**src/rtl/fetch_unit.sv**
```systemverilog
// Instruction fetch stage: PC, memory request issue, in-order instruction buffer, redirect flush.
// Optional build macro FETCH_STALL_COUNT_EN adds a stall_count output (cycles with nothing to decode).
module fetch_unit #(
  parameter int                   ADDR_BITS  = 32,
  parameter logic [ADDR_BITS-1:0] RESET_PC   = '0,
  parameter int                   FIFO_DEPTH = 2
) (
  input  logic                 clk,
  input  logic                 reset,
  output logic                 imem_req_valid,
  input  logic                 imem_req_ready,
  output logic [ADDR_BITS-1:0] imem_req_addr,
  input  logic                 imem_resp_valid,
  input  logic [31:0]          imem_resp_data,
  input  logic                 redirect_valid,
  input  logic [ADDR_BITS-1:0] redirect_pc,
  output logic                 instr_valid,
  input  logic                 instr_ready,
  output logic [31:0]          instr,
  output logic [ADDR_BITS-1:0] instr_pc,
  output logic [ADDR_BITS-1:0] instr_pc_plus8
`ifdef FETCH_STALL_COUNT_EN
  ,
  output logic [31:0]          stall_count
`endif
);

  localparam int PW = $clog2(FIFO_DEPTH);
  localparam int CW = PW + 1;
  localparam logic [CW:0] DEPTH_W = (CW+1)'(FIFO_DEPTH);

  logic [ADDR_BITS-1:0] fetch_pc;
  logic [CW-1:0]        outstanding;
  logic [CW-1:0]        drop_count;
  logic [CW-1:0]        fifo_count;
  logic [PW-1:0]        fifo_wr;
  logic [PW-1:0]        fifo_rd;
  logic [PW-1:0]        pcq_wr;
  logic [PW-1:0]        pcq_rd;
  logic [31:0]          fifo_data [FIFO_DEPTH];
  logic [ADDR_BITS-1:0] fifo_pc   [FIFO_DEPTH];
  logic [ADDR_BITS-1:0] pcq       [FIFO_DEPTH];
  logic [CW:0]          in_flight;
  logic                 pop;
  logic                 accept;
  logic                 push;

  // Outstanding requests count against buffer space, so every returning word always has a slot.
  always_comb begin
    instr_valid    = (fifo_count != '0) && !redirect_valid;
    pop            = instr_valid && instr_ready;
    in_flight      = {1'b0, outstanding} + {1'b0, fifo_count} - (CW+1)'(pop);
    imem_req_valid = !reset && !redirect_valid && (in_flight < DEPTH_W);
    accept         = imem_req_valid && imem_req_ready;
    push           = imem_resp_valid && !redirect_valid && (drop_count == '0);
  end

  assign imem_req_addr  = fetch_pc;
  assign instr          = fifo_data[fifo_rd];
  assign instr_pc       = fifo_pc[fifo_rd];
  assign instr_pc_plus8 = instr_pc + ADDR_BITS'(8);

  always_ff @(posedge clk or posedge reset) begin
    if (reset) begin
      fetch_pc    <= RESET_PC;
      outstanding <= '0;
      drop_count  <= '0;
      fifo_count  <= '0;
      fifo_wr     <= '0;
      fifo_rd     <= '0;
      pcq_wr      <= '0;
      pcq_rd      <= '0;
    end else if (redirect_valid) begin
      // Every request still in flight belongs to the old path; a response landing now is dropped too.
      fetch_pc    <= redirect_pc & ~(ADDR_BITS'(3));
      outstanding <= outstanding - CW'(imem_resp_valid);
      drop_count  <= outstanding - CW'(imem_resp_valid);
      fifo_count  <= '0;
      fifo_wr     <= '0;
      fifo_rd     <= '0;
      pcq_wr      <= '0;
      pcq_rd      <= '0;
    end else begin
      if (accept) begin
        fetch_pc <= fetch_pc + ADDR_BITS'(4);
        pcq_wr   <= pcq_wr + PW'(1);
      end
      if (imem_resp_valid && (drop_count != '0))
        drop_count <= drop_count - CW'(1);
      if (push) begin
        fifo_wr <= fifo_wr + PW'(1);
        pcq_rd  <= pcq_rd + PW'(1);
      end
      if (pop)
        fifo_rd <= fifo_rd + PW'(1);
      outstanding <= outstanding + CW'(accept) - CW'(imem_resp_valid);
      fifo_count  <= fifo_count + CW'(push) - CW'(pop);
    end
  end

  always_ff @(posedge clk) begin
    if (accept)
      pcq[pcq_wr] <= fetch_pc;
    if (push) begin
      fifo_data[fifo_wr] <= imem_resp_data;
      fifo_pc[fifo_wr]   <= pcq[pcq_rd];
    end
  end

`ifdef FETCH_STALL_COUNT_EN
  always_ff @(posedge clk or posedge reset) begin
    if (reset)
      stall_count <= '0;
    else if (!instr_valid && !redirect_valid)
      stall_count <= stall_count + 32'd1;
  end
`else
  // Stall counter is not built in this configuration.
`endif

  resp_needs_request: assert property (@(posedge clk) disable iff (reset)
    imem_resp_valid |-> (outstanding != '0));

endmodule

```
**config.mk**
```make
export PLATFORM = sky130hd
export DESIGN_NAME = fetch_unit
export DESIGN_NICKNAME = d
export VERILOG_FILES = /design/src/rtl/fetch_unit.sv
export SDC_FILE = /design/constraint.sdc
export NUM_CORES = 1
export LEC_CHECK = 0
export BUFFER_PORTS_ARGS = -buffer_cell sky130_fd_sc_hd__clkbuf_2
export CAP_MARGIN = 20
export CORE_ASPECT_RATIO = 2
export CORE_MARGIN = 2
export CORE_UTILIZATION = 59
export CTS_BUF_LIST = sky130_fd_sc_hd__clkbuf_4 sky130_fd_sc_hd__clkbuf_8 sky130_fd_sc_hd__clkbuf_16
export DETAILED_ROUTE_END_ITERATION = 16
export PLACE_DENSITY = 0.82
export SYNTH_ARGS = -nofsm -noshare
export SYNTH_HDL_FRONTEND = slang
export SYNTH_SLANG_ARGS = --single-unit
```
**constraint.sdc**
```tcl
create_clock -name clk -period 10.12 [get_ports clk]
set_clock_uncertainty 0.2 [all_clocks]
set_input_delay 2.024 -clock clk [delete_from_list [all_inputs] [get_ports clk]]
set_output_delay 2.024 -clock clk [all_outputs]
set_load 0.01 [all_outputs]
```
==> results.cfg <==
[global_route]
grt_usage = 0.2212
first_global_vias = 6396
grt_max_degree = 86
grt.overflow.total = 0
antenna_found_initial = 0
grt_pass1_wl_um = 30980

[run_status]
status = finished, final reports clean

[synth]
synth-edff-count = 184
synth_cells = 688
synth_flop_cell = edfxtp_1
yosysMostFrequentCell = edfxtp_1
synth_area_um2 = 9827
synth_top_cell_by_area = edfxtp_1
async_reset_ff_frac = 0.1786
synth_top_area_frac = 0.5623
synth.ff_latch_count = 224
ys.warnings.count = 0
seq_area_frac_synth = 0.6641
syn_area_per_cell_um2 = 14.28
yosys-top-cells-count = edfxtp_1, mux2_2, nand2_1
synth_area_leaders = edfxtp_1, dfrtp_1, mux2_2, nand2_1, xnor2_1
synth_cell_types = 56

[cells_and_area]
final_area_um2 = 11640
antenna_cells = 0
nets = 968
postLayoutCoreUtil = 0.7157
regArea_um2 = 6530
multi_input_area_um2 = 3039
syn_to_final_growth_pct = 18.47
fill_cells = 1111
drive_above_1_share = 0.3685

[critical_path]
crit_family = buffers and inverters
path_buf_inv = 4
crit_chain = clkbuf_2 > buf_4 > a21oi_1 > nand2_1 > inv_1 > ha_1 > nand2b_1 > fa_1 > xnor2_1 > nor4b_1 > clkbuf_2
path_class = in -> out
path_common_cell = clkbuf_2
critPathRequiredTime_ns = 7.90
cpPeakStageDelay_ns = 0.48
worstPathMaxFanout = 58
cp-start-kind = primary input
worst_path_max_delay_cell = buf_4
end_kind = output pin
arrival_ns = 4.37

[floorplan]
die_area_um2 = 17770
die_h_um = 186.5
num_rows = 66
core_area_um2 = 16270
io_pins = 200
initial_core_util = 0.6041
fp.dieW_um = 95.26

[clock_network]
clockBufferDepth = 3
ctsResizeCount = 0
cts.hold.buffers_added = 0
clk_pin_slew_ns = 0.06
htreeDepth = 1
cts_buffers = 20
worstSkewPairLatency_ns = 0.49
postCtsSetupRepairBufs = 0
root_buffer = clkbuf_16
cts_sinks = 224
cts_tree = yes

[run]
drv_cap = 0

[sta]
max_freq_mhz = 151.7
finalHoldViolCount = 0
drv_slew = 0
setup_ws_ns = 3.529
min_period_over_period = 0.6513
setup_viol = 0
fin_tns_setup_ns = 0
worst_pin_slew_ns = 1.025
rsz0062_at_grt = false
period_minus_slack_ns = 6.591
slew_headroom = 0.3167

[power]
total_power_mw = 2.394
vdd_drop_max_uv = 143.8
p_leak_nw = 4.524
cellPowerDensity_nw_per_um2 = 205.6

[routing]
dr.pass1.iters = 5
drtAntennaViolNets = 0
drt_wl_total_um = 19660
drt-initial-drc-count = 266
viasPerCell = 5.762
drc_errors = 0
dr_total_vias = 6367
wl_per_cell_um = 17.80

[placed_design]
place_congestion = 0.8198
place_ws_ns = 3.531
io_buffers = 191
place_area_um2 = 10990
post-dp-hpwl_um = 13720

[hold_path]
min_path_type = reg -> reg
placed cells by master (no fill, tap or decap), drive strengths merged, types with 4 or more instances in the layout:
cell	synthesis	routed
o311ai	7	7
a211oi	4	4
clkbuf	8	217
inv	29	30
nand2	63	63
o211ai	8	8
a22oi	4	4
buf	24	13
and3	9	9
nor3	7	7
a21oi	6	6
conb	1	6
nand3	27	27
ha	10	10
and2	5	5
xor2	10	10
mux2	83	83
mux2i	14	14
nand4b	7	7
o21ai	22	22
nor2b	4	4
nand4	20	20
edfxtp	184	184
xnor2	27	27
nor2	30	30
clkinv	0	7
dfrtp	40	40
worst paths after layout:
check	from	endpoint	cells after the start	slack, ns
min in group asynchronous	reset	fifo_count[0]$_DFF_PP0_	3	1.50
worst min register to register	imem_req_addr[30]$_DFFE_PP0P_	pcq[1][30]$_DFFE_PP_	0	0.34
worst max-delay path	redirect_valid	imem_req_valid	11	3.53
worst min-delay path	imem_req_addr[30]$_DFFE_PP0P_	pcq[1][30]$_DFFE_PP_	0	0.34
worst max register to register	fifo_count[1]$_DFF_PP0_	outstanding[1]$_DFF_PP0_	17	6.01
max in group asynchronous	reset	fifo_rd$_DFFE_PP0P_	3	7.81
worst register-to-register path, stage by stage (launching register included):
cell,delay (ns)
dfrtp_1,0.37
inv_1,0.07
a21oi_1,0.22
nand2_1,0.14
inv_1,0.10
ha_1,0.22
nand2b_1,0.16
fa_1,0.38
xnor2_1,0.18
nor4_4,0.21
buf_4,0.31
inv_1,0.38
ha_1,0.42
inv_1,0.04
ha_1,0.18
xnor2_1,0.11
o21ai_0,0.19
xnor2_1,0.14
through the flow:
stage               std cells  hold WS [ns]
finish                   1105        0.3423
global route             1105        0.3742
CTS                      1105        0.3418
detailed placement       1069        0.3318
global placement         1069        0.3032
floorplan                 693        0.3160
cell type report:
cell class,instances,area share
Sequential cell,224,0.5609
Clock buffer,26,0.04890
Multi-Input combinational cell,408,0.2610
Tap cell,204,0.02192
Clock inverter,10,0.007415
Timing Repair Buffer,204,0.09049
Inverter,29,0.009350
routing by layer:
metal / vias up / global-route usage / part of all wire / routed length (um)
met5: - / 0 / 0 / 0
met4: 0 / 0.09365 / 0.033 / 649
met3: 49 / 0.03351 / 0.057 / 1127
met2: 228 / 0.4114 / 0.56 / 11070
met1: 3119 / 0.2399 / 0.35 / 6819
li1: 2971 / - / - / -
registers in the layout, indices dropped and copies added (netlist names):
register / cells
imem_req_addr: 30
outstanding: 2
pcq: 60
fifo_rd: 1
fifo_wr: 1
fifo_count: 2
pcq_wr: 1
fifo_pc: 60
drop_count: 2
fifo_data: 64
pcq_rd: 1
power breakdown:
part | internal, mW | total (mW) | leakage [nW] | switching [mW]
clock network | 0.427 | 0.747 | 0.329 | 0.320
logic | 0.215 | 0.491 | 2.04 | 0.276
registers | 1.10 | 1.16 | 2.16 | 0.0572
total | 1.74 | 2.39 | 4.52 | 0.653
logic make-up after synthesis:
group                    after synthesis  share of synthesized area
flip-flops                           224                     0.6641
AND/OR/NAND/NOR                      188                    0.09829
multiplexers                          97                     0.1094
AO/OA/AOI/OAI                         69                    0.04889
buffers and inverters                 61                    0.03119
XOR/XNOR                              37                    0.03298
adder cells (fa/ha/maj)               11                    0.01477
other                                  1                  0.0003816
Power figures use the tool's default switching activity.
